$ cat src/rtl/ripple_count_capture_pkg.sv
// ---------------------------------------------------------------------------
// ripple_cap_pkg
// Shared types and defaults for the ripple-counter capture stage.
//   cap_state_t    : capture FSM states (ACQ = waiting for first value,
//                    TRACK = following the counter and detecting wraps)
//   STABLE_CYC_DEF : default number of equal synchronized samples
//   WRAP_W_DEF     : default wrap-counter width
//   is_wrap()      : direction-aware wrap detection between two 4-bit values
// ---------------------------------------------------------------------------
package ripple_cap_pkg;

    typedef enum logic {
        ACQ   = 1'b0,
        TRACK = 1'b1
    } cap_state_t;

    localparam int STABLE_CYC_DEF = 2;
    localparam int WRAP_W_DEF     = 8;

    // A wrap is any step against the counting direction; magnitude is not
    // considered, so skipped source values cannot fake an unwrap.
    function automatic logic is_wrap(input logic [3:0] new_val,
                                     input logic [3:0] old_val,
                                     input logic       down);
        logic wrap_s;
        if (down) begin
            wrap_s = (new_val > old_val);
        end else begin
            wrap_s = (new_val < old_val);
        end
        return wrap_s;
    endfunction

endpackage

$ cat src/rtl/ripple_count_capture_if.sv
// ---------------------------------------------------------------------------
// ripple_count_capture_if
// Bus bundle between the capture stage and its surroundings.
//   Cnt_In  : raw ripple-counter value (asynchronous to the system clock)
//   Clr     : synchronous clear of the wrap counter and Ovf
//   Thresh  : compare value for Hit
//   Cnt_Out : last accepted 4-bit value
//   Total   : monotonic event total {wrap count, normalized count}
//   Upd     : one-cycle pulse when Cnt_Out changes
//   Wrap    : one-cycle pulse on a detected wrap
//   Hit     : level, Total >= Thresh
//   Ovf     : sticky wrap-counter saturation flag
// master = environment side, slave = capture stage.
// ---------------------------------------------------------------------------
interface ripple_count_capture_if #(
    parameter int WRAP_W = ripple_cap_pkg::WRAP_W_DEF
);
    logic [3:0]        Cnt_In;
    logic              Clr;
    logic [WRAP_W+3:0] Thresh;
    logic [3:0]        Cnt_Out;
    logic [WRAP_W+3:0] Total;
    logic              Upd;
    logic              Wrap;
    logic              Hit;
    logic              Ovf;

    modport master (
        output Cnt_In, Clr, Thresh,
        input  Cnt_Out, Total, Upd, Wrap, Hit, Ovf
    );

    modport slave (
        input  Cnt_In, Clr, Thresh,
        output Cnt_Out, Total, Upd, Wrap, Hit, Ovf
    );
endinterface

$ cat src/rtl/ripple_count_capture_sync_stable_filter.sv
// ---------------------------------------------------------------------------
// sync_stable_filter
// Two-flop synchronizer followed by a stability counter. The synchronized
// value is reported stable once it has held for STABLE_CYC+1 samples.
//   clk, rst   : system clock, synchronous active-high reset
//   cnt_in     : raw asynchronous 4-bit counter value
//   stable_val : synchronized value (second synchronizer flop)
//   stable     : level, stable_val has been steady long enough
// ---------------------------------------------------------------------------
module sync_stable_filter #(
    parameter int STABLE_CYC = ripple_cap_pkg::STABLE_CYC_DEF
) (
    input  logic       clk,
    input  logic       rst,
    input  logic [3:0] cnt_in,
    output logic [3:0] stable_val,
    output logic       stable
);

    localparam logic [3:0] RUN_LIM = 4'(STABLE_CYC);
    localparam logic [3:0] RUN_ONE = 4'd1;

    logic [3:0] s1_r;
    logic [3:0] s2_r;
    logic [3:0] run_r;

    // Synchronizer flops and run counter; run restarts whenever s2 takes a new value.
    always_ff @(posedge clk) begin
        if (rst) begin
            s1_r  <= 4'h0;
            s2_r  <= 4'h0;
            run_r <= 4'h0;
        end else begin
            s1_r <= cnt_in;
            s2_r <= s1_r;
            // s1 != s2 here means s2 changes on this edge
            if (s1_r != s2_r) begin
                run_r <= 4'h0;
            end else if (run_r != RUN_LIM) begin
                run_r <= run_r + RUN_ONE;
            end else begin
                run_r <= run_r;
            end
        end
    end

    assign stable_val = s2_r;
    assign stable     = (run_r == RUN_LIM);

endmodule

$ cat src/rtl/ripple_count_capture.sv
// ---------------------------------------------------------------------------
// ripple_count_capture
// Capture stage behind a 4-bit ripple counter: filters the asynchronous
// count, tracks wraps to build a monotonic total and flags a threshold.
//   CLK, RST : system clock, synchronous active-high reset
//   bus      : ripple_count_capture_if.slave (Cnt_In, Clr, Thresh in;
//              Cnt_Out, Total, Upd, Wrap, Hit, Ovf out)
// Parameters: STABLE_CYC (1..15), WRAP_W, DOWN (1 = source counts down).
// ---------------------------------------------------------------------------
module ripple_count_capture #(
    parameter int STABLE_CYC = ripple_cap_pkg::STABLE_CYC_DEF,
    parameter int WRAP_W     = ripple_cap_pkg::WRAP_W_DEF,
    parameter bit DOWN       = 1'b1
) (
    input  logic                    CLK,
    input  logic                    RST,
    ripple_count_capture_if.slave   bus
);
    import ripple_cap_pkg::*;

    localparam logic [WRAP_W-1:0] WRAP_MAX = {WRAP_W{1'b1}};
    localparam logic [WRAP_W-1:0] WRAP_ONE = {{(WRAP_W-1){1'b0}}, 1'b1};

    cap_state_t        state_r;
    logic [3:0]        cnt_out_r;
    logic [WRAP_W-1:0] wrap_cnt_r;
    logic              upd_r;
    logic              wrap_r;
    logic              hit_r;
    logic              ovf_r;

    logic [3:0]        stable_val_s;
    logic              stable_s;
    logic              accept_s;
    logic              wrap_evt_s;
    logic [WRAP_W+3:0] total_s;

    sync_stable_filter #(
        .STABLE_CYC (STABLE_CYC)
    ) u_filter (
        .clk        (CLK),
        .rst        (RST),
        .cnt_in     (bus.Cnt_In),
        .stable_val (stable_val_s),
        .stable     (stable_s)
    );

    // Acceptance, wrap detection and total, all from registered state.
    always_comb begin
        accept_s   = 1'b0;
        wrap_evt_s = 1'b0;
        total_s    = {(WRAP_W+4){1'b0}};
        if (stable_s) begin
            if (state_r == ACQ) begin
                accept_s = 1'b1;
            end else if (stable_val_s != cnt_out_r) begin
                accept_s = 1'b1;
            end else begin
                accept_s = 1'b0;
            end
        end else begin
            accept_s = 1'b0;
        end
        // the very first acquisition has no prior value to wrap from
        if (accept_s && (state_r == TRACK)) begin
            wrap_evt_s = is_wrap(stable_val_s, cnt_out_r, DOWN);
        end else begin
            wrap_evt_s = 1'b0;
        end
        // Total is held at zero until a value has been acquired, so a
        // down-counting source does not report 0xF straight out of reset.
        if (state_r == ACQ) begin
            total_s = {(WRAP_W+4){1'b0}};
        end else if (DOWN) begin
            total_s = {wrap_cnt_r, ~cnt_out_r};
        end else begin
            total_s = {wrap_cnt_r, cnt_out_r};
        end
    end

    // Capture FSM with registered pulses, wrap counter, sticky overflow and Hit.
    always_ff @(posedge CLK) begin
        if (RST) begin
            state_r    <= ACQ;
            cnt_out_r  <= 4'h0;
            wrap_cnt_r <= {WRAP_W{1'b0}};
            upd_r      <= 1'b0;
            wrap_r     <= 1'b0;
            hit_r      <= 1'b0;
            ovf_r      <= 1'b0;
        end else begin
            upd_r  <= 1'b0;
            wrap_r <= wrap_evt_s;
            hit_r  <= (total_s >= bus.Thresh);
            case (state_r)
                ACQ: begin
                    if (accept_s) begin
                        cnt_out_r <= stable_val_s;
                        upd_r     <= 1'b1;
                        state_r   <= TRACK;
                    end else begin
                        state_r   <= ACQ;
                    end
                end
                TRACK: begin
                    if (accept_s) begin
                        cnt_out_r <= stable_val_s;
                        upd_r     <= 1'b1;
                    end else begin
                        cnt_out_r <= cnt_out_r;
                    end
                end
                default: begin
                    state_r <= ACQ;
                end
            endcase
            // Clr overrides a coincident wrap; the Wrap pulse above still fires.
            if (bus.Clr) begin
                wrap_cnt_r <= {WRAP_W{1'b0}};
                ovf_r      <= 1'b0;
            end else if (wrap_evt_s) begin
                if (wrap_cnt_r == WRAP_MAX) begin
                    ovf_r <= 1'b1;
                end else begin
                    wrap_cnt_r <= wrap_cnt_r + WRAP_ONE;
                end
            end else begin
                wrap_cnt_r <= wrap_cnt_r;
            end
        end
    end

    assign bus.Cnt_Out = cnt_out_r;
    assign bus.Total   = total_s;
    assign bus.Upd     = upd_r;
    assign bus.Wrap    = wrap_r;
    assign bus.Hit     = hit_r;
    assign bus.Ovf     = ovf_r;

endmodule

$ cat src/flat_wrapper.sv
// flat-port wrapper written by rule: the top's interface ports become plain ports
module ripple_count_capture_flat import ripple_cap_pkg::*;
#(
    parameter int STABLE_CYC = ripple_cap_pkg::STABLE_CYC_DEF,
    parameter int WRAP_W     = ripple_cap_pkg::WRAP_W_DEF,
    parameter bit DOWN       = 1'b1
)
  (CLK, RST, bus_Cnt_In, bus_Clr, bus_Thresh, bus_Cnt_Out, bus_Total, bus_Upd, bus_Wrap, bus_Hit, bus_Ovf);
  ripple_count_capture_if #(.WRAP_W(WRAP_W)) bus_i ();
  input  logic CLK;
  input  logic RST;
  input wire logic [$bits(bus_i.Cnt_In)-1:0] bus_Cnt_In;
  input wire logic [$bits(bus_i.Clr)-1:0] bus_Clr;
  input wire logic [$bits(bus_i.Thresh)-1:0] bus_Thresh;
  output wire logic [$bits(bus_i.Cnt_Out)-1:0] bus_Cnt_Out;
  output wire logic [$bits(bus_i.Total)-1:0] bus_Total;
  output wire logic [$bits(bus_i.Upd)-1:0] bus_Upd;
  output wire logic [$bits(bus_i.Wrap)-1:0] bus_Wrap;
  output wire logic [$bits(bus_i.Hit)-1:0] bus_Hit;
  output wire logic [$bits(bus_i.Ovf)-1:0] bus_Ovf;
  assign bus_i.Cnt_In = bus_Cnt_In;
  assign bus_i.Clr = bus_Clr;
  assign bus_i.Thresh = bus_Thresh;
  assign bus_Cnt_Out = bus_i.Cnt_Out;
  assign bus_Total = bus_i.Total;
  assign bus_Upd = bus_i.Upd;
  assign bus_Wrap = bus_i.Wrap;
  assign bus_Hit = bus_i.Hit;
  assign bus_Ovf = bus_i.Ovf;
  ripple_count_capture #(.STABLE_CYC(STABLE_CYC), .WRAP_W(WRAP_W), .DOWN(DOWN)) u_core (.CLK(CLK), .RST(RST), .bus(bus_i));
endmodule
$ cat config.mk
export PLATFORM = sky130hd
export DESIGN_NAME = ripple_count_capture_flat
export DESIGN_NICKNAME = d
export VERILOG_FILES = /design/src/rtl/ripple_count_capture_pkg.sv /design/src/rtl/ripple_count_capture_if.sv /design/src/rtl/ripple_count_capture_sync_stable_filter.sv /design/src/rtl/ripple_count_capture.sv /design/src/flat_wrapper.sv
export SDC_FILE = /design/constraint.sdc
export NUM_CORES = 1
export LEC_CHECK = 0
export ABC_AREA = 1
export BUFFER_PORTS_ARGS = -buffer_cell sky130_fd_sc_hd__clkbuf_2
export CAP_MARGIN = 25
export CORE_MARGIN = 8
export CORE_UTILIZATION = 35
export DETAILED_ROUTE_END_ITERATION = 6
export PLACE_DENSITY = 0.54
export SYNTH_ARGS = -nofsm -noshare
export SYNTH_HDL_FRONTEND = slang
export SYNTH_SLANG_ARGS = --single-unit
$ cat constraint.sdc
create_clock -name CLK -period 4.8 [get_ports CLK]
set_clock_uncertainty 0.15 [all_clocks]
set_input_delay 0 -clock CLK [delete_from_list [all_inputs] [get_ports CLK]]
set_output_delay 0 -clock CLK [all_outputs]
set_load 0.1 [all_outputs]
==> out/metrics.yaml <==
synth_compound_area_frac: 0.0759
startpoint: "u_core.state_r$_SDFF_PP0_"
cts.sinks: 29
drtPass1Iterations: 4
crit_path_max_fanout: 11
required_ns: 4.83
critPathMostFrequentCell: "nand2_1"
internal-power_uw: 400
vias: 1699
cp-end-kind: "flop"
yosysTopAreaCell: "dfxtp_1"
numCtsBuffers: 5
cts_setup_buffers: 0
synth_nets: 309
yosysTopAreaCellShare: 0.315
nets: 362
synth_cell_types: 29
place_hpwl_um: 3240
multi_input_area_um2: 1020
antenna_found_initial: 0
grt.total_usage: 0.115
cts_resized: 0
seq_area_um2: 581
rsz0062_at_grt: "no"
fmax_mhz: 531
synthAdderAreaFrac: 0.129
path_cells: "inv_2 -> nor2_1 -> ha_1 -> inv_1 -> nor2_1 -> o21bai_1 -> nand2_1 -> nand2_1 -> nand4_1 -> nand2_1 -> inv_1"
r2r-start: "u_core.state_r$_SDFF_PP0_"
grt_pass1_vias: 1609
yosysSeqAreaShare: 0.315
grt_max_degree: 14
layout-drive-gt1-share: 0.197
synthXorXnorAreaFrac: 0.0190
grt_pass1_wl_um: 7150
clk_pin_slew_worst_paths_ns: 0.06
final_common_cell: "nand2_1"
slew_headroom: 0.634
place_area_um2: 2110
ys_ff_latch: 29
cap_violations: 0
arrival_ns: 1.92
numPortBuffers: 38
rows: 26
grt_overflow: 0
power_density_nw_per_um2: 233
htree_levels: 2
critPathMaxStageDelay_ns: 0.59
dieArea_um2: 7850
hp-class: "in -> reg"
routed_wl_um: 4070
hold_viol: 0
yosys_warnings: 0
antenna_left: 0
drc: 0
criticalPathCategory: "reg -> reg"
finalSetupTns_ns: 0
ios: 39
final_cell_mix: "nand2_1 (64), inv_1 (56), nor2_1 (41)"
syn_avg_cell_area_um2: 6.81
status: "completed"
synth_top_family_by_area: "simple AND/OR/NAND/NOR gates"
synthSimpleGateAreaFrac: 0.331
place_congestion: 0.870
worst_pin_slew_ns: 0.551
area_delta_synth_final_pct: 25.4
synth.area.mux_share: 0
cp-start-kind: "flop"
drt_iter0_drc: 55
power_frac_comb: 0.124
crit_family: "flip-flops"
cts_max_path_buffers: 2
cellLeakagePower_nw: 1.29
wl_per_cell_um: 10.3
setup_viol: 0
dp.cells: 377
period_share: 0.392
clk_latency_ns: 0.28
cts_tree: "built"
peakVddDrop_v: 0.000143
synth_area_leaders: "dfxtp_1 (31%), nand2_1 (13%), ha_1 (13%)"
clkPwrFrac: 0.413
seq_power_share: 0.463
synthCells: 271
die_h_um: 88.6
fp.dieW_um: 88.6
path_buf_inv: 3
power.switching_uw: 139
slowest_stage: "dfxtp_1"
swShare: 0.258
syn_area_um2: 1850
design_area_um2: 2310
min_from: "bus_Thresh[3]"
clockRootBuffer: "clkbuf_8"
nFillCells: 538
core_area_um2: 5110
final_core_util: 0.453
slew_violations: 0
antennaDiodeCount: 0
viasPerCell: 4.30
fin_crit_ns: 1.88
instances_no_fill: 395
initial_core_util: 0.361
## power groups by stage
stage | Clock [mW] | Sequential, mW | Combinational [mW]
6_report | 0.223 | 0.250 | 0.0669
5_1_grt | 0.241 | 0.250 | 0.0757
4_1_cts | 0.232 | 0.250 | 0.0679
3_5_place_dp | 0 | 0.255 | 0.0614
3_3_place_gp | 0 | 0.255 | 0.0611
2_1_floorplan | 0 | 0.259 | 0.0411
## cells in the mapped netlist, drive strengths merged
library cell  instances
a21o                  1
a21oi                15
buf                   1
clkbuf                1
dfxtp                29
ha                   19
inv                  60
nand2                68
nand3                12
nand4                 3
nor2                 46
nor3                  2
o21ai                 7
o21bai                1
or2                   2
xnor2                 2
xor2                  2
## stage by stage
stage / total power [mW] / hold WS, ns / setup WS, ns
4_1_cts: 0.550 / 0.139 / 2.90
6_report: 0.540 / 0.136 / 2.92
3_3_place_gp: 0.316 / 0.0421 / 2.97
2_1_floorplan: 0.300 / -0.0715 / 1.56
5_1_grt: 0.567 / 0.186 / 2.70
3_5_place_dp: 0.317 / 0.0473 / 2.92
## area by class of cell
class | count | share of cell area
Multi-Input combinational cell | 180 | 0.442
Sequential cell | 29 | 0.251
Timing Repair Buffer | 48 | 0.125
Inverter | 60 | 0.0995
Clock buffer | 7 | 0.0416
Tap cell | 70 | 0.0379
Clock inverter | 1 | 0.00216
## worst reg2reg max path, delay by kind of cell, from the launching register on
family | cells | cell delay (ns)
simple gates | 6 | 0.43
buf+inv | 3 | 0.23
flops | 1 | 0.59
compound gates | 1 | 0.11
fa+ha+maj | 1 | 0.26
## worst paths after layout
check,end,slack [ns],cells past startpoint
setup / recovery,u_core.bus.Hit$_SDFF_PP0_,2.92,11
hold / removal,u_core.bus.Hit$_SDFF_PP0_,0.14,9
setup reg to reg,u_core.bus.Hit$_SDFF_PP0_,2.92,11
hold reg to reg,u_core.u_filter.stable_val[1]$_SDFF_PP0_,0.27,2
## per-layer routing
metal	vias up	GRT usage	routed length, um
li1	928	-	-
met1	728	0.133	1830
met2	37	0.197	1950
met3	6	0.0279	232
met4	0	0.0507	56
met5	-	0	0
## logic make-up after synthesis
family / Yosys count
simple gates: 133
buf+inv: 62
flops: 29
compound gates: 24
fa+ha+maj: 19
xor+xnor: 4
## registers in the layout (all words and copies together) (netlist names)
register,flops
u_core.bus.Ovf,1
u_core.u_filter.stable_val,4
u_core.bus.Wrap,1
u_core.bus.Hit,1
u_core.u_filter.s1_r,4
u_core.state_r,1
u_core.u_filter.run_r,4
u_core.bus.Upd,1
u_core.bus.Cnt_Out,4
u_core.wrap_cnt_r,8
## repair_timing
item                       4_1_cts  5_1_grt
hold buffers                    10        0
hold endpoints to repair        13        0
setup endpoints to repair        0        0
Power figures use the tool's default switching activity.
